--- src/rtl/usb_tx.sv ---
// Full-speed USB transmitter for ACK, NAK and DATA0 packets: SYNC, PID, payload, NRZI, bit stuffing, EOP.
// Optional feature: define USB_TX_CRC16_EN to generate the CRC16; otherwise the FIFO supplies the two CRC bytes.
module usb_tx (
    input  logic       clk,
    input  logic       rst,
    input  logic       send_ack,
    input  logic       send_nack,
    input  logic       send_data,
    input  logic [7:0] tx_data,
    input  logic       fifo_empty,
    output logic       get_data,
    output logic       d_plus,
    output logic       d_minus,
    output logic       d_oe,
    output logic       tx_busy,
    output logic       tx_done
);

    typedef enum logic [3:0] {
        IDLE    = 4'd0,
        SYNC    = 4'd1,
        PID     = 4'd2,
        DATA    = 4'd3,
        CRC1    = 4'd4,
        CRC2    = 4'd5,
        EOP_SE0 = 4'd6,
        EOP_J   = 4'd7,
        DONE    = 4'd8
    } state_t;

    localparam logic [7:0] SYNC_PAT  = 8'h80;
    localparam logic [7:0] PID_ACK   = 8'hD2;
    localparam logic [7:0] PID_NAK   = 8'h5A;
    localparam logic [7:0] PID_DATA0 = 8'hC3;
`ifdef USB_TX_CRC16_EN
    localparam logic [6:0] MAX_BYTES = 7'd64;
`else
    localparam logic [6:0] MAX_BYTES = 7'd66;
`endif

    state_t     state_q;
    logic [2:0] clk_cnt_q;
    logic [2:0] bit_idx_q;
    logic [7:0] shreg_q;
    logic [7:0] pid_q;
    logic [2:0] ones_q;
    logic [6:0] byte_cnt_q;
`ifdef USB_TX_CRC16_EN
    logic [15:0] crc_q;

    // Reflected CRC16 (x^16+x^15+x^2+1) over one byte, LSB first.
    function automatic logic [15:0] crc16_byte(input logic [15:0] crc, input logic [7:0] data);
        logic [15:0] c;
        c = crc;
        for (int i = 0; i < 8; i++) begin
            if (c[0] ^ data[i]) begin
                c = (c >> 1) ^ 16'hA001;
            end else begin
                c = c >> 1;
            end
        end
        return c;
    endfunction
`endif

    logic       start_s;
    logic [7:0] start_pid_s;
    logic       end_bit_s;
    logic       stuff_s;
    logic       field_bit_s;
    state_t     field_state_s;
    logic [7:0] field_byte_s;
    logic       take_byte_s;
    logic       emit_bit_s;
    logic       line_next_s;

    // Start decode and the per-bit emission choice: stuffed 0, next bit of this field, or bit 0 of the next field.
    always_comb begin
        start_s     = send_ack | send_nack | send_data;
        start_pid_s = PID_DATA0;
        if (send_ack) begin
            start_pid_s = PID_ACK;
        end else if (send_nack) begin
            start_pid_s = PID_NAK;
        end else begin
            start_pid_s = PID_DATA0;
        end
        end_bit_s   = (clk_cnt_q == 3'd7);
        stuff_s     = (ones_q == 3'd6) &&
                      ((state_q == PID) || (state_q == DATA) || (state_q == CRC1) || (state_q == CRC2));
        field_bit_s = shreg_q[bit_idx_q + 3'd1];
        if (stuff_s) begin
            emit_bit_s = 1'b0;
        end else if (bit_idx_q != 3'd7) begin
            emit_bit_s = field_bit_s;
        end else begin
            emit_bit_s = field_byte_s[0];
        end
        line_next_s = emit_bit_s ? d_plus : ~d_plus;
    end

    // Field sequencing at the end of a field's last bit period.
    always_comb begin
        field_state_s = EOP_SE0;
        field_byte_s  = 8'h00;
        take_byte_s   = 1'b0;
        case (state_q)
            SYNC: begin
                field_state_s = PID;
                field_byte_s  = pid_q;
            end
            PID, DATA: begin
                if (((state_q == DATA) || (pid_q == PID_DATA0)) && !fifo_empty && (byte_cnt_q < MAX_BYTES)) begin
                    field_state_s = DATA;
                    field_byte_s  = tx_data;
                    take_byte_s   = 1'b1;
                end else if ((state_q == PID) && (pid_q != PID_DATA0)) begin
                    field_state_s = EOP_SE0;
                end else begin
`ifdef USB_TX_CRC16_EN
                    field_state_s = CRC1;
                    field_byte_s  = ~crc_q[7:0];
`else
                    field_state_s = EOP_SE0;
`endif
                end
            end
`ifdef USB_TX_CRC16_EN
            CRC1: begin
                field_state_s = CRC2;
                field_byte_s  = ~crc_q[15:8];
            end
`endif
            default: begin
                field_state_s = EOP_SE0;
                field_byte_s  = 8'h00;
            end
        endcase
    end

    // Packet FSM with registered line and status outputs.
    always_ff @(posedge clk) begin
        if (rst) begin
            state_q    <= IDLE;
            clk_cnt_q  <= 3'd0;
            bit_idx_q  <= 3'd0;
            shreg_q    <= 8'h00;
            pid_q      <= 8'h00;
            ones_q     <= 3'd0;
            byte_cnt_q <= 7'd0;
`ifdef USB_TX_CRC16_EN
            crc_q      <= 16'h0000;
`endif
            get_data   <= 1'b0;
            d_plus     <= 1'b1;
            d_minus    <= 1'b0;
            d_oe       <= 1'b0;
            tx_busy    <= 1'b0;
            tx_done    <= 1'b0;
        end else begin
            get_data  <= 1'b0;
            tx_done   <= 1'b0;
            clk_cnt_q <= clk_cnt_q + 3'd1;
            case (state_q)
                IDLE: begin
                    clk_cnt_q <= 3'd0;
                    if (start_s) begin
                        state_q    <= SYNC;
                        pid_q      <= start_pid_s;
                        shreg_q    <= SYNC_PAT;
                        bit_idx_q  <= 3'd0;
                        ones_q     <= 3'd0;
                        byte_cnt_q <= 7'd0;
`ifdef USB_TX_CRC16_EN
                        crc_q      <= 16'hFFFF;
`endif
                        // SYNC bit 0 is a 0, so the line leaves J for K.
                        d_plus     <= 1'b0;
                        d_minus    <= 1'b1;
                        d_oe       <= 1'b1;
                        tx_busy    <= 1'b1;
                    end else begin
                        d_plus     <= 1'b1;
                        d_minus    <= 1'b0;
                        d_oe       <= 1'b0;
                        tx_busy    <= 1'b0;
                    end
                end
                SYNC, PID, DATA, CRC1, CRC2: begin
                    if (end_bit_s) begin
                        d_plus  <= line_next_s;
                        d_minus <= ~line_next_s;
                        if ((state_q != SYNC) || (bit_idx_q == 3'd7)) begin
                            ones_q <= emit_bit_s ? (ones_q + 3'd1) : 3'd0;
                        end
                        if (!stuff_s && (bit_idx_q != 3'd7)) begin
                            bit_idx_q <= bit_idx_q + 3'd1;
                        end else if (!stuff_s) begin
                            bit_idx_q <= 3'd0;
                            state_q   <= field_state_s;
                            shreg_q   <= field_byte_s;
                            if (field_state_s == EOP_SE0) begin
                                d_plus  <= 1'b0;
                                d_minus <= 1'b0;
                            end
                            if (take_byte_s) begin
                                get_data   <= 1'b1;
                                byte_cnt_q <= byte_cnt_q + 7'd1;
`ifdef USB_TX_CRC16_EN
                                crc_q      <= crc16_byte(crc_q, tx_data);
`endif
                            end
                        end
                    end
                end
                EOP_SE0: begin
                    // SE0 spans two bit periods.
                    if (end_bit_s) begin
                        if (bit_idx_q == 3'd0) begin
                            bit_idx_q <= 3'd1;
                        end else begin
                            bit_idx_q <= 3'd0;
                            state_q   <= EOP_J;
                            d_plus    <= 1'b1;
                            d_minus   <= 1'b0;
                        end
                    end
                end
                EOP_J: begin
                    if (end_bit_s) begin
                        state_q <= DONE;
                        d_oe    <= 1'b0;
                        tx_busy <= 1'b0;
                        tx_done <= 1'b1;
                    end
                end
                DONE: begin
                    state_q   <= IDLE;
                    clk_cnt_q <= 3'd0;
                end
                default: begin
                    state_q   <= IDLE;
                    clk_cnt_q <= 3'd0;
                    d_plus    <= 1'b1;
                    d_minus   <= 1'b0;
                    d_oe      <= 1'b0;
                    tx_busy   <= 1'b0;
                end
            endcase
        end
    end

endmodule

--- config.mk ---
export PLATFORM = sky130hd
export DESIGN_NAME = usb_tx
export DESIGN_NICKNAME = d
export VERILOG_FILES = /design/src/rtl/usb_tx.sv
export SDC_FILE = /design/constraint.sdc
export NUM_CORES = 1
export LEC_CHECK = 0
export BUFFER_PORTS_ARGS = -buffer_cell sky130_fd_sc_hd__buf_2
export CAP_MARGIN = 20
export CORE_MARGIN = 3
export CORE_UTILIZATION = 50
export DETAILED_ROUTE_END_ITERATION = 10
export PLACE_DENSITY = 0.77
export SYNTH_ARGS = -nofsm -noshare
export SYNTH_HDL_FRONTEND = slang
export SYNTH_SLANG_ARGS = --single-unit
--- constraint.sdc ---
create_clock -name clk -period 2 [get_ports clk]
set_input_delay 0 -clock clk [delete_from_list [all_inputs] [get_ports clk]]
set_output_delay 0 -clock clk [all_outputs]
set_load 0.02 [all_outputs]
# Word-level counts from Yosys, hierarchy flattened
# Index checks and enable logic that the tools add are counted.
totals:
  ff_bits: 41
  latchBits: 0
  ram_bits: 0
  romBits: 0
  input_bits: 14
  out_inout_bits: 6
  memories: 0
classes:
  add_sub_neg: 4
  mul: 0
  div_mod_pow: 0
  magnitude_cmp: 2
  n_eq_ne: 25
  shifts: 0
  n_mux: 63
  bitwise: 10
  n_reduce_logical: 31
ops:
  columns: ["cell", "n"]
  rows:
  - ["$mux 8", 7]
  - ["$mux 7", 5]
  - ["$pmux 8 s2", 2]
  - ["$mux 4", 7]
  - ["$mux 3", 9]
  - ["$mux 1", 24]
  - ["$eq 4x3->1 const B", 5]
  - ["$ne 2x2->1 const B", 9]
  - ["$pmux 4 s4", 1]
  - ["$pmux 7 s2", 1]
  - ["$reduce_or 7->1", 2]
  - ["$pmux 3 s2", 2]
  - ["$reduce_and 5->1", 2]
  - ["$reduce_or 5->1", 2]
  - ["$add 3x1->3 const B", 3]
  - ["$eq 3x3->1 const B", 3]
  - ["$pmux 3 s3", 1]
  - ["$eq 4x2->1 const B", 2]
  - ["$eq 8x8->1 const B", 1]
  - ["$not 1->1", 8]
  - ["$pmux 1 s4", 2]
  - ["$reduce_and 4->1", 2]
  - ["$reduce_or 2->1", 4]
  - ["$add 7x1->7 const B", 1]
  - ["19 further kinds", 30]

# Longest topological paths before layout
# Gate-level depths: netlist of the first run.
depth:
  word_depth: 15
  ltp_mapped: 9

# Least setup slack after synthesis of the first run
# Ideal clock, no wire load.
synth_path:
  kind: "reg-to-reg"
  from: "register bit_idx_q[0]"
  to: "register d_minus"
  setup_time_ps: 114
  arrival_time_ps: 1904
  slack_ps: -18
  path_stages_with_launch: 9
  period_less_slack_ps: 2018
  path_cell_list: "dfxtp_1 > inv_1 > ha_1 > mux4_2 > mux2i_1 > or3_1 > o21ai_2 > xor2_2 > a21o_1"
synth_between:
  elab_chain_cells: 12
  word_cells_on_any_way: 17
  classes_between: "1 x add/sub; 2 x eq/ne; 10 x mux; 1 x bitwise; 3 x reduce/logical"
synth_lines:
  columns: ["element", "line", "source"]
  rows:
  - ["from (decl)", "43", "logic [2:0] bit_idx_q;"]
  - ["from (signal assigned)", "197", "bit_idx_q <= bit_idx_q + 3'd1;"]
  - ["$add 3x1->3", "91", "field_bit_s = shreg_q[bit_idx_q + 3'd1];"]
  - ["$bmux 1 s3", "91", null]
  - ["$mux 1 (not written as such)", "91", null]
  - ["$mux 1", "94", "end else if (bit_idx_q != 3'd7) begin"]
  - ["$mux 1", "92", "if (stuff_s) begin"]
  - ["$mux 1", "99", "line_next_s = emit_bit_s ? d_plus : ~d_plus;"]
  - ["$not 1->1", "192", "d_minus <= ~line_next_s;"]
  - ["$mux 1", "202", "if (field_state_s == EOP_SE0) begin"]
  - ["$mux 1", "198", "end else if (!stuff_s) begin"]
  - ["$mux 1", "196", "if (!stuff_s && (bit_idx_q != 3'd7)) begin"]
  - ["$mux 1", "190", "if (end_bit_s) begin"]
  - ["$pmux 1 s4", "164", "case (state_q)"]
  - ["to (signal assigned)", "192", null]
  - ["to (decl)", "13", "output logic d_minus,"]
# Several ways; a longest one is shown, not always the timed one. The select of a mux whose other input is x is not followed.
# A chain may end at the register's enable or synchronous reset.

# Worst setup path in the final report of the first run
layout_path:
  from: "register byte_cnt_q[3]"
  to: "register shreg_q[0]"
layout_between:
  elab_chain_cells: 8
layout_lines:
  columns: ["element", "line", "source"]
  rows:
  - ["from (decl)", "47", "logic [6:0] byte_cnt_q;"]
  - ["from (signal assigned)", "208", "byte_cnt_q <= byte_cnt_q + 7'd1;"]
  - ["$lt 7x7->1", "113", "if (((state_q == DATA) || (pid_q == PID_DATA0)) && !fifo_empty && (byte_cnt_q < MAX_BYTES)) begin"]
  - ["$logic_and 1x1->1", "113", null]
  - ["$mux 8", "113", null]
  - ["$pmux 8 s2", "107", "case (state_q)"]
  - ["$mux 8", "198", null]
  - ["$mux 8", "196", null]
  - ["$mux 8", "190", null]
  - ["$pmux 8 s2", "164", null]
  - ["to (signal assigned)", "201", "shreg_q <= field_byte_s;"]
  - ["to (decl)", "44", "logic [7:0] shreg_q;"]
# Every way passes these cells. The select of a mux whose other input is x is not followed.

==> impl_results.md, run 1 <==
- Run status: finished, violations left
- Violations in the final reports: setup timing
- Data required time at the worst endpoint: 2230 ps
- Max incr delay on CP: 520 ps
- Final setup slack of the worst path: -87.52 ps
- Top fanout value on the critical path: 3
- Critical-path cell with the highest stage delay: sky130_fd_sc_hd__or4_4
- Clock-pin slew reported for the worst setup and hold paths after clock tree synthesis: 90 ps
- Gpl congestion: 0.9036
- Synthesized instance count: 231
- Setup clock skew after layout: 12.22 ps
- Total power density per cell area: 1328 nW/um^2
- Remaining design rule violation count: 0
- Total vias in the final route: 1860
- Total count of max-transition violations in the final report: 0
- H-tree lvl count: 2
- Unrepaired setup endpoints after global routing: true
- Worst min path class: input port to register
- Vias in the first global route: 1763
- Number of sinks driven by the clock tree: 38
- Max IR drop VDD: 852.0 uV
- Top area cells in the synthesized netlist: sky130_fd_sc_hd__dfxtp_1, sky130_fd_sc_hd__nor2_1, sky130_fd_sc_hd__ha_1, sky130_fd_sc_hd__a21oi_1, sky130_fd_sc_hd__nor3_1
- Top cell type's share of synthesized area: 0.3667
- Total of flip-flops plus latches after synthesis: 38
- Endpoints failing setup: 8
- Cell area after technology mapping: 2074 um^2
- Detailed router's first-iteration violation count: 97
- Remaining max-slew budget at the tightest pin: 0.5753
- Layout overhead on the synthesized area: 27.38%
- Overflow left after global routing: 0
- Per-cell via count in the routed design: 5.636
- Synth async-reset ratio: 0
- Hold violation total from the final report: 0
- TritonCTS clock tree: done
- Antenna diode instance count: 0
- Port bufs: 19
- Cell chosen for the clock root: sky130_fd_sc_hd__clkbuf_8
- Share of final-layout standard cells stronger than drive strength 1: 0.3333
- Critical path buffer and inverter count: 2
- Pleak: 1.073 nW
- Die height: 70.41 um
- Time the final worst path needs with I/O delays and setup: 2088 ps
- Worst Setup Start Kind: register
- Bufs on Longest Clock Path: 2
- Net total in the final layout: 303
- HPWL after detailed placement: 3.556 mm
- Antenna Violating Nets Remaining: 0
- Iteration count of the initial detailed-routing pass: 4
- Yosys warning count: 0
- Number of buffers added by the clock tree synthesis step: 5
- Top delay family on crit path: compound AO/OA/AOI/OAI gates
- Worst-case hold slack: 49.95 ps
- Summed negative setup slack over all endpoints: -297.9 ps
- Unique masters post-synth: 60
- Sequential area share after synthesis: 0.3667
- F_max: 0.4790 GHz
- IO Pins: 20
- DRT Wirelength: 4.947 mm
- Largest net degree at the start of global routing: 33
- Wirelength per Cell: 14.99 um
- Starting utilization of the core area: 0.5422
- Kind of end point of the critical path: register
- Average cell area after synthesis: 8.980 um^2
- Area leader, netlist: sky130_fd_sc_hd__dfxtp_1
- Post-synthesis net count: 253
- Number of flops mapped to enable cells by yosys: 0
- Number of antenna violations at the first check in global routing: 0
- Core footprint: 3826 um^2
- Worst Path Arrival: 2320 ps
- Startpoint-to-endpoint class of the critical path: register to register
- Overall track demand over capacity in global routing: 0.2105
- Floorplan row count: 22
- Max-cap violation count: 0
- Worst-Skew Late Latency: 310 ps
- Critical Path Most Common Cell: sky130_fd_sc_hd__buf_4
- Pwr Total: 3.509 mW
- First-pass GRT wire length: 8.355 mm
- Period Utilization, post-route: 1.044
- CP Cell Sequence: or4_4 > o32a_4 > o31a_1 > buf_4 > buf_4 > a211oi_2
- Slew at the pin closest to its max-slew limit: 630.5 ps
- Die Footprint: 4958 um^2
- Most used DFF post-synth: sky130_fd_sc_hd__dfxtp_1
- Die X: 70.41 um
-- area by class of cell --
type | count | area (um^2)
multi-input combinational | 173 | 1274
fill | 293 | 1184
sequential | 38 | 768.2
timing repair buffer | 55 | 372.9
clock buffer | 5 | 68.82
clock inverter | 3 | 68.82
tap | 48 | 60.06
inverter | 8 | 30.03
-- kinds of logic after synthesis --
logic type | synth area share
xor gates and xnor gates | 0.03317
DFF | 0.3667
and+or+nand+nor | 0.2485
buffers and inverters | 0.05066
muxes | 0.04101
adders and majority gates | 0.04825
AOI/OAI and AO/OA | 0.2117
-- per-layer routing --
layer  vias up  share of wire  global-route usage
met1       877           0.47              0.2800
met2        33           0.48              0.3243
li1        940              -                   -
met5         -              0                   0
met3        10          0.036             0.04892
met4         0          0.019             0.08936
-- synthesized netlist by cell type, types with 3 or more instances --
cell type	count
sky130_fd_sc_hd__ha_1	8
sky130_fd_sc_hd__xor2_1	4
sky130_fd_sc_hd__nand3_1	6
sky130_fd_sc_hd__dfxtp_1	38
sky130_fd_sc_hd__o2111ai_1	4
sky130_fd_sc_hd__nand2b_1	6
sky130_fd_sc_hd__clkbuf_1	6
sky130_fd_sc_hd__nor2b_1	3
sky130_fd_sc_hd__buf_4	3
sky130_fd_sc_hd__or3_1	3
sky130_fd_sc_hd__a22oi_1	6
sky130_fd_sc_hd__inv_1	8
sky130_fd_sc_hd__a22o_1	5
sky130_fd_sc_hd__o21ai_0	4
sky130_fd_sc_hd__and2_1	4
sky130_fd_sc_hd__a21oi_1	13
sky130_fd_sc_hd__a211oi_1	3
sky130_fd_sc_hd__nand2_1	12
sky130_fd_sc_hd__nor3_1	9
sky130_fd_sc_hd__nor4b_1	3
sky130_fd_sc_hd__mux2i_1	4
sky130_fd_sc_hd__nor2_1	32
-- tightest hold or removal path, stage by stage --
cell and delay (ps):
sky130_fd_sc_hd__buf_2 100, sky130_fd_sc_hd__nor3_1 70, sky130_fd_sc_hd__nor3_1 140
-- repair_timing --
item                                    4_1_cts  5_1_grt
cloned                                        0        0
buffers inserted                              0        1
hold endpoints to repair                      4        0
hold buffers                                  3        0
pin swaps                                     2        3
endpoints found under the setup margin       13       26
resized for setup                             6       13
-- final timing paths --
check                startpoint      endpoint  slack (ps)  cells past startpoint
setup reg to reg  byte_cnt_q[3]    shreg_q[0]         -90                      6
hold / removal         send_ack      pid_q[4]          50                      3
setup / recovery  byte_cnt_q[3]    shreg_q[0]         -90                      6
hold reg to reg    clk_cnt_q[0]  clk_cnt_q[0]         440                      1
-- registers in the layout (all words and copies together) (netlist names), 3 cells and up --
signal,cells
shreg_q,8
byte_cnt_q,7
pid_q,5
state_q,4
bit_idx_q,3
clk_cnt_q,3
ones_q,3
-- cells in the final DEF, fill, tap and decap left out, types with 3 or more instances in the layout --
cell type                       instances
sky130_fd_sc_hd__o2111ai_1              3
sky130_fd_sc_hd__ha_1                   6
sky130_fd_sc_hd__buf_4                 33
sky130_fd_sc_hd__a22oi_1                5
sky130_fd_sc_hd__nor2_1                32
sky130_fd_sc_hd__nand2b_1               6
sky130_fd_sc_hd__nor2b_1                3
sky130_fd_sc_hd__o21ai_0                4
sky130_fd_sc_hd__a22o_1                 5
sky130_fd_sc_hd__dfxtp_1               32
sky130_fd_sc_hd__buf_2                 19
sky130_fd_sc_hd__nor3_1                 9
sky130_fd_sc_hd__dfxtp_2                6
sky130_fd_sc_hd__nand2_1               12
sky130_fd_sc_hd__inv_1                  8
sky130_fd_sc_hd__nand3_1                6
sky130_fd_sc_hd__xor2_1                 4
sky130_fd_sc_hd__a21oi_1               12
sky130_fd_sc_hd__dlygate4sd3_1          3
sky130_fd_sc_hd__clkbuf_8               5
sky130_fd_sc_hd__nor4b_1                3
sky130_fd_sc_hd__mux2i_1                4
sky130_fd_sc_hd__and2_1                 3
-- power by group --
| group | switching [mW] | leakage, nW | total (mW) | internal, mW |
|---|---|---|---|---|
| logic | 0.903 | 0.692 | 1.71 | 0.803 |
| clock network | 0.298 | 0.0683 | 0.798 | 0.500 |
| registers | 0.126 | 0.312 | 1.01 | 0.880 |
-- metrics by stage --
stage | util | area, um^2 | setup slack (ps) | std cells
6_report | 0.6906 | 2643 | -87.52 | 330
5_1_grt | 0.6906 | 2643 | -153.0 | 330
4_1_cts | 0.6750 | 2582 | -100.8 | 329
3_5_place_dp | 0.6262 | 2396 | -86.71 | 318
3_3_place_gp | 0.6262 | 2396 | -46.68 | 318
2_1_floorplan | - | 2076 | -2.746 | 231
(Power assumes the default switching activity.)
==> run 2, diff against run 1 <==
--- a/config.mk
+++ b/config.mk
@@ -11,6 +11,7 @@
 export CORE_UTILIZATION = 50
 export DETAILED_ROUTE_END_ITERATION = 10
 export PLACE_DENSITY = 0.77
+export REMOVE_ABC_BUFFERS = 1
 export SYNTH_ARGS = -nofsm -noshare
 export SYNTH_HDL_FRONTEND = slang
 export SYNTH_SLANG_ARGS = --single-unit
==> constraint.sdc (replaced) <==
create_clock -name clk -period 2 [get_ports clk]
set_input_delay 0.1 -clock clk [delete_from_list [all_inputs] [get_ports clk]]
set_output_delay 0.1 -clock clk [all_outputs]
set_load 0.02 [all_outputs]
==> run 2 against run 1 <==
  * The run still ends with setup timing left
  * Final cell count is 1.5% higher
  * Total power is 2.5% lower
  * Utilization grew 1.8 points
  * Global-route usage shrank 1.5 points
  * Critical path depth did not move
  * Combinational power is 9.9% higher
  * Setup slack worse by 120 ps
  * Worst hold slack got worse by 5.3 ps
  * Sequential share of layout area fell by 0.82 points
  * Flip-flop and latch count did not move
  * Largest cell class unchanged
  * Largest power group unchanged
==> impl_results.md, run 2 (synthesis gave the netlist of run 1 again) <==
- Remaining max-slew budget at the tightest pin: 0.6199 (+0.04465)
- Share of final-layout standard cells stronger than drive strength 1: 0.3728 (+0.03949)
- Starting utilization of the core area: 0.5422 (unchanged)
- Number of antenna violations at the first check in global routing: 0 (unchanged)
- Worst Path Arrival: 2440 ps (+120 ps)
- Total vias in the final route: 1939 (+4.2%)
- Depth of the worst register-to-register path: 6 (unchanged)
- Post-layout util: 0.7083 (+0.01766)
- Top flop regs: shreg_q (8), byte_cnt_q (7), pid_q (5)
- Endpoints failing setup: 20 (+12)
- Pleak: 1.086 nW (+1.3%)
- Slew at the pin closest to its max-slew limit: 566.3 ps (-64.11 ps)
- Worst-Skew Late Latency: 290 ps (-20 ps)
- Max incr delay on CP: 530 ps (about the same)
- Overflow left after global routing: 0 (unchanged)
- Part of the total power dissipated in sequential elements: 0.290 (+0.003)
- Multi-input logic area: 1341 um^2 (+5.3%)
- IO Pins: 20 (unchanged)
- Overall track demand over capacity in global routing: 0.1955 (-0.01505)
- Worst min path class: input port to register
- Top fanout value on the critical path: 3 (unchanged)
- TritonCTS clock tree: done
- Floorplan row count: 22 (unchanged)
- Layout overhead on the synthesized area: 30.64%
- Commonest non-fill, non-tap cells in the layout: sky130_fd_sc_hd__buf_4, sky130_fd_sc_hd__dfxtp_1, sky130_fd_sc_hd__nor2_1
- Most frequent standard cell in the layout excluding fill and tap cells: sky130_fd_sc_hd__buf_4
- DRT Wirelength: 5.179 mm (+4.7%)
- Filler Cells Inserted: 288 (-1.7%)
- HPWL after detailed placement: 3.697 mm (+4.0%)
- First-pass GRT wire length: 7.859 mm (-5.9%)
- Top delay family on crit path: compound AO/OA/AOI/OAI gates
- Flip-flop count of the largest register after layout: 8 (unchanged)
- Largest net degree at the start of global routing: 23 (-30%)
- Per-cell via count in the routed design: 5.788 (+2.7%)
- FF-to-FF setup slack: -210 ps (-120 ps)
- Run status: finished, violations left
- Critical path buffer and inverter count: 0 (-2)
- Net switching component of the power: 1.370 mW (+3.3%)
- Number of buffers added by the clock tree synthesis step: 5 (unchanged)
- Die X: 70.41 um (unchanged)
- CP Cell Sequence: or4_4 > o32a_4 > a2111oi_4 > o21ai_2 > nor3_1 > a21o_1
- Time the final worst path needs with I/O delays and setup: 2205 ps (+117.5 ps)
- Violations in the final reports: setup timing
- Antenna diode instance count: 0 (unchanged)
- Net switching fraction of the power: 0.4004 (+0.02241)
- Port bufs: 19 (unchanged)
- Gate power share: 0.550 (+0.064)
- Startpoint-to-endpoint class of the critical path: register to register
- Bufs on Longest Clock Path: 2 (unchanged)
- Wirelength per Cell: 15.46 um (+3.1%)
- Max IR drop VDD: 901.2 uV (+5.8%)
- Clock share of power: 0.160 (-0.067)
- Net total in the final layout: 308 (+1.7%)
- Storage element area: 765.7 um^2 (-0.33%)
- Hold violation total from the final report: 0 (unchanged)
- Data required time at the worst endpoint: 2240 ps (about the same)
- Iteration count of the initial detailed-routing pass: 4 (unchanged)
- Die Footprint: 4958 um^2 (unchanged)
- Remaining design rule violation count: 0 (unchanged)
- Setup clock skew after layout: 8.328 ps (-3.887 ps)
- Total power density per cell area: 1262 nW/um^2 (-4.9%)
- Antenna Violating Nets Remaining: 0 (unchanged)
- Setup crit end: d_minus
- CP startpoint: byte_cnt_q[3]
- Summed negative setup slack over all endpoints: -1567 ps (-1269 ps)
- FF-to-FF End: d_minus
- F_max: 0.4535 GHz (-5.3%)
- Total number of cells along the worst setup path: 6 (unchanged)
- Core footprint: 3826 um^2 (unchanged)
- Critical-path cell with the highest stage delay: sky130_fd_sc_hd__or4_4
- Vias in the first global route: 1778 (+0.85%)
- Worst Setup Start Kind: register
- Number of sinks driven by the clock tree: 38 (unchanged)
- H-tree lvl count: 2 (unchanged)
- Unrepaired setup endpoints after global routing: true
- Total count of max-transition violations in the final report: 0 (unchanged)
- Period Utilization, post-route: 1.103 (+0.05875)
- Internal power: 2.051 mW (-6.0%)
- Clock-pin slew reported for the worst setup and hold paths after clock tree synthesis: 80 ps (about the same)
- Register ranked first by flip-flop count: shreg_q
- RR Startpoint: byte_cnt_q[3]
- Kind of end point of the critical path: register
- Detailed router's first-iteration violation count: 111 (+14%)
- Max-cap violation count: 0 (unchanged)
- Cell chosen for the clock root: sky130_fd_sc_hd__clkbuf_8
- Die height: 70.41 um (unchanged)
- Gpl congestion: 0.9021 (-0.17%)
- Final setup slack of the worst path: -205.0 ps (-117.5 ps)
==> run 2: worst min path at each step <==
stage / from / end / cells past startpoint
6_report: send_nack / pid_q[7] / 2
5_1_grt: send_nack / pid_q[7] / 2
4_1_cts: send_nack / pid_q[7] / 2
3_5_place_dp: send_nack / pid_q[7] / 2
3_3_place_gp: send_nack / pid_q[7] / 2
2_1_floorplan: rst / bit_idx_q[0] / 1
==> run 2: metal layers <==
metal | routed length [um] | GRT usage | up-vias | share of wire
met5 | 0 | 0 | - | 0
met3 | 244 | 0.04460 | 12 | 0.047
met2 | 2540 | 0.3129 | 54 | 0.49
met1 | 2311 | 0.2595 | 915 | 0.45
li1 | - | - | 958 | -
met4 | 82 | 0.06170 | 0 | 0.016
==> run 2: power by group through the flow <==
stage                     registers [mW]  clock network [mW]  logic (mW)
after floorplan                     1.06                   0       0.934
after global placement             0.995                   0        1.63
after detailed placement            1.00                   0        1.65
after CTS                          0.985               0.553        1.66
after global routing                1.01               0.585        2.04
final                              0.993               0.546        1.88
==> run 2: through the flow <==
stage	instance area, um^2	hold WS, ps	total power, mW	std cells	worst slack (ps)
4_1_cts	2510	34.31	3.196	329	-111.4
2_1_floorplan	1999	169.1	1.995	219	-107.5
6_report	2710	44.63	3.421	335	-205.0
5_1_grt	2710	49.46	3.635	335	-239.4
3_5_place_dp	2417	346.0	2.650	321	-127.3
3_3_place_gp	2417	334.9	2.623	321	-104.3
==> run 2: timing repair <==
item                                    CTS  global route
cloned                                    0             0
endpoints found under the setup margin   15            26
pin swaps                                 1            15
hold buffers                              0             0
setup buffers                             0             6
gates resized for setup                   1            32
==> run 2: layout make-up <==
type | count | area share
Multi-Input combinational cell | 173 | 0.4949
Inverter | 8 | 0.01108
Clock inverter | 1 | 0.001847
Sequential cell | 38 | 0.2825
Tap cell | 48 | 0.02216
Clock buffer | 7 | 0.03186
Timing Repair Buffer | 60 | 0.1556
==> run 3, diff against run 2 <==
--- a/config.mk
+++ b/config.mk
@@ -6,10 +6,11 @@
 export NUM_CORES = 1
 export LEC_CHECK = 0
 export BUFFER_PORTS_ARGS = -buffer_cell sky130_fd_sc_hd__buf_2
-export CAP_MARGIN = 20
 export CORE_MARGIN = 3
 export CORE_UTILIZATION = 50
+export CTS_BUF_LIST = sky130_fd_sc_hd__clkbuf_16
 export DETAILED_ROUTE_END_ITERATION = 10
+export MAX_ROUTING_LAYER = met4
 export PLACE_DENSITY = 0.77
 export REMOVE_ABC_BUFFERS = 1
 export SYNTH_ARGS = -nofsm -noshare
==> run 3 against run 2 <==
  * The flow still finishes with violations (setup timing)
  * Utilization shrank 0.16 points
  * Final cell count is 0.90% lower
  * Register-to-register slack improved by 70 ps
  * Critical path depth unchanged
  * Sequential share of layout area up 0.16 points
  * Via count grew 0.77%
  * Largest power group unchanged
  * Setup slack improved by 72 ps
  * Worst hold slack better by 25 ps
  * Sequential power about the same
==> impl_results.md, run 3 (synthesis gave the netlist of run 1 again) <==
- Pwr Total: 3.616 mW (+5.7%)
- Total vias in the final route: 1954 (+0.77%)
- Detailed router's first-iteration violation count: 123 (+11%)
- Max IR drop VDD: 797.9 uV (-11%)
- Antenna Violating Nets Remaining: 0 (unchanged)
- Post-layout util: 0.7067 (-0.001635)
- Top fanout value on the critical path: 3 (unchanged)
- Starting utilization of the core area: 0.5422 (unchanged)
- Number of buffers added by the clock tree synthesis step: 5 (unchanged)
- Die X: 70.41 um (unchanged)
- Slew at the pin closest to its max-slew limit: 498.2 ps (-68.19 ps)
- DRT Wirelength: 5.346 mm (+3.2%)
- Gpl congestion: 0.9175 (+1.7%)
- F_max: 0.4688 GHz (+3.4%)
- Met3 layer usage reported by global route: 0.04460 (unchanged)
- IO Pins: 20 (unchanged)
- Iteration count of the initial detailed-routing pass: 4 (unchanged)
- First-pass GRT wire length: 8.169 mm (+3.9%)
- Run status: finished, violations left
- Largest net degree at the start of global routing: 23 (unchanged)
- Layout overhead on the synthesized area: 30.34%
- Data required time at the worst endpoint: 2210 ps (-30 ps)
- Unrepaired setup endpoints after global routing: true
- Net switching component of the power: 1.384 mW (+1.0%)
- Remaining max-slew budget at the tightest pin: 0.6657 (+0.04577)
- Bufs on Longest Clock Path: 2 (unchanged)
- Total power density per cell area: 1337 nW/um^2 (+6.0%)
- Number of sinks driven by the clock tree: 38 (unchanged)
- Core footprint: 3826 um^2 (unchanged)
- Worst-case hold slack: 69.54 ps (+24.91 ps)
- Setup clock skew after layout: 2.750 ps (-5.578 ps)
- Overflow left after global routing: 0 (unchanged)
- Port bufs: 19 (unchanged)
- Floorplan row count: 22 (unchanged)
- Remaining design rule violation count: 0 (unchanged)
- Number of antenna violations at the first check in global routing: 0 (unchanged)
- Die Footprint: 4958 um^2 (unchanged)
- Period Utilization, post-route: 1.067 (-0.03592)
- Die height: 70.41 um (unchanged)
- Overall track demand over capacity in global routing: 0.2119 (+0.01639)
- Setup slack after placement: -127.3 ps (unchanged)
- Startpoint-to-endpoint class of the critical path: register to register
- Clock-pin slew reported for the worst setup and hold paths after clock tree synthesis: 50 ps (-30 ps)
- Net switching fraction of the power: 0.3826 (-0.01780)
- Wirelength per Cell: 16.10 um (+4.2%)
- Pleak: 1.098 nW (+1.1%)
- TritonCTS clock tree: done
- Time the final worst path needs with I/O delays and setup: 2133 ps (-71.84 ps)
- Worst Setup Start Kind: register
- Internal power: 2.233 mW (+8.9%)
- Kind of end point of the critical path: register
- Gate power share: 0.520 (-0.030)
- Worst-Skew Late Latency: 280 ps (about the same)
- Max-cap violation count: 0 (unchanged)
- Final instance area: 2704 um^2 (-0.23%)
- Net total in the final layout: 305 (-0.97%)
- Final setup slack of the worst path: -133.2 ps (+71.84 ps)
- H-tree lvl count: 2 (unchanged)
- Total count of max-transition violations in the final report: 0 (unchanged)
- Most frequent standard cell in the layout excluding fill and tap cells: sky130_fd_sc_hd__buf_4
- Flip-flop count of the largest register after layout: 8 (unchanged)
- CP Cell Sequence: or4_4 > o32a_4 > a2111oi_4 > o21ai_2 > a22o_1 > a21oi_2
- Share of final-layout standard cells stronger than drive strength 1: 0.3662 (-0.006625)
- Top flop regs: shreg_q (8), byte_cnt_q (7), pid_q (5)
- Commonest non-fill, non-tap cells in the layout: sky130_fd_sc_hd__buf_4, sky130_fd_sc_hd__dfxtp_1, sky130_fd_sc_hd__nor2_1
- Endpoints failing setup: 19 (-5.0%)
- Met2 routing resource usage after global routing: 0.3274 (+0.01455)
- Clock share of power: 0.205 (+0.045)
- Placed cells: 321 (unchanged)
- Hold violation total from the final report: 0 (unchanged)
- Worst min path class: input port to register
- Met1 usage: 0.2761 (+0.01658)
- Critical-path cell with the highest stage delay: sky130_fd_sc_hd__or4_4
- Worst Path Arrival: 2350 ps (-90 ps)
- Cell chosen for the clock root: sky130_fd_sc_hd__clkbuf_16
- GR peak layer: met2
- Area after DPL: 2417 um^2 (unchanged)
- Vias in the first global route: 1784 (+0.34%)
- Register ranked first by flip-flop count: shreg_q
- Final instance count without filler cells: 332 (-0.90%)
- Part of the total power dissipated in sequential elements: 0.275 (-0.015)
- Max incr delay on CP: 530 ps (about the same)
- Antenna diode instance count: 0 (unchanged)
- HPWL after detailed placement: 3.697 mm (unchanged)
- Violations in the final reports: setup timing
- Per-cell via count in the routed design: 5.886 (+1.7%)
- Summed negative setup slack over all endpoints: -1495 ps (+71.43 ps)
## run 3: final timing paths
kind / cells after the start / slack (ps) / startpoint / endpoint
setup reg to reg: 6 / -130 / byte_cnt_q[3] / d_plus
setup / recovery: 6 / -130 / byte_cnt_q[3] / d_plus
hold / removal: 3 / 70 / tx_data[5] / shreg_q[5]
hold reg to reg: 1 / 430 / clk_cnt_q[0] / clk_cnt_q[0]
## run 3: what timing repair did
action / 4_1_cts / 5_1_grt
setup buffers: 0 / 3
pin swaps: 1 / 10
endpoints found under the setup margin: 17 / 26
hold buffers: 0 / 0
gates resized for setup: 2 / 31
gates cloned: 0 / 0
## run 3: per-layer routing
| layer | wire length, um | vias up |
|---|---|---|
| met4 | 83 | 0 |
| met5 | 0 | - |
| met2 | 2693 | 67 |
| met1 | 2304 | 924 |
| met3 | 265 | 12 |
| li1 | - | 951 |
## run 3: area by class of cell
cell class	count	area, um^2
Clock buffer	5	125.1
Clock inverter	3	12.51
Fill cell	285	1122
Inverter	8	30.03
Multi-Input combinational cell	173	1316
Sequential cell	38	768.2
Tap cell	48	60.06
Timing Repair Buffer	57	391.6
## run 3: worst max-delay path: cells and delay by family, from the launching register on
family           cells  cell delay (ps)
AO/OA/AOI/OAI        5             1220
AND/OR/NAND/NOR      1              530
flip-flops           1              310
## run 3: power by group through the flow
stage / Sequential, mW / Clock (mW) / Combinational [mW]
after floorplan: 1.06 / 0 / 0.934
after global placement: 0.995 / 0 / 1.63
after detailed placement: 1.00 / 0 / 1.65
after CTS: 0.985 / 0.747 / 1.68
after global routing: 1.01 / 0.782 / 2.03
final: 0.995 / 0.740 / 1.88
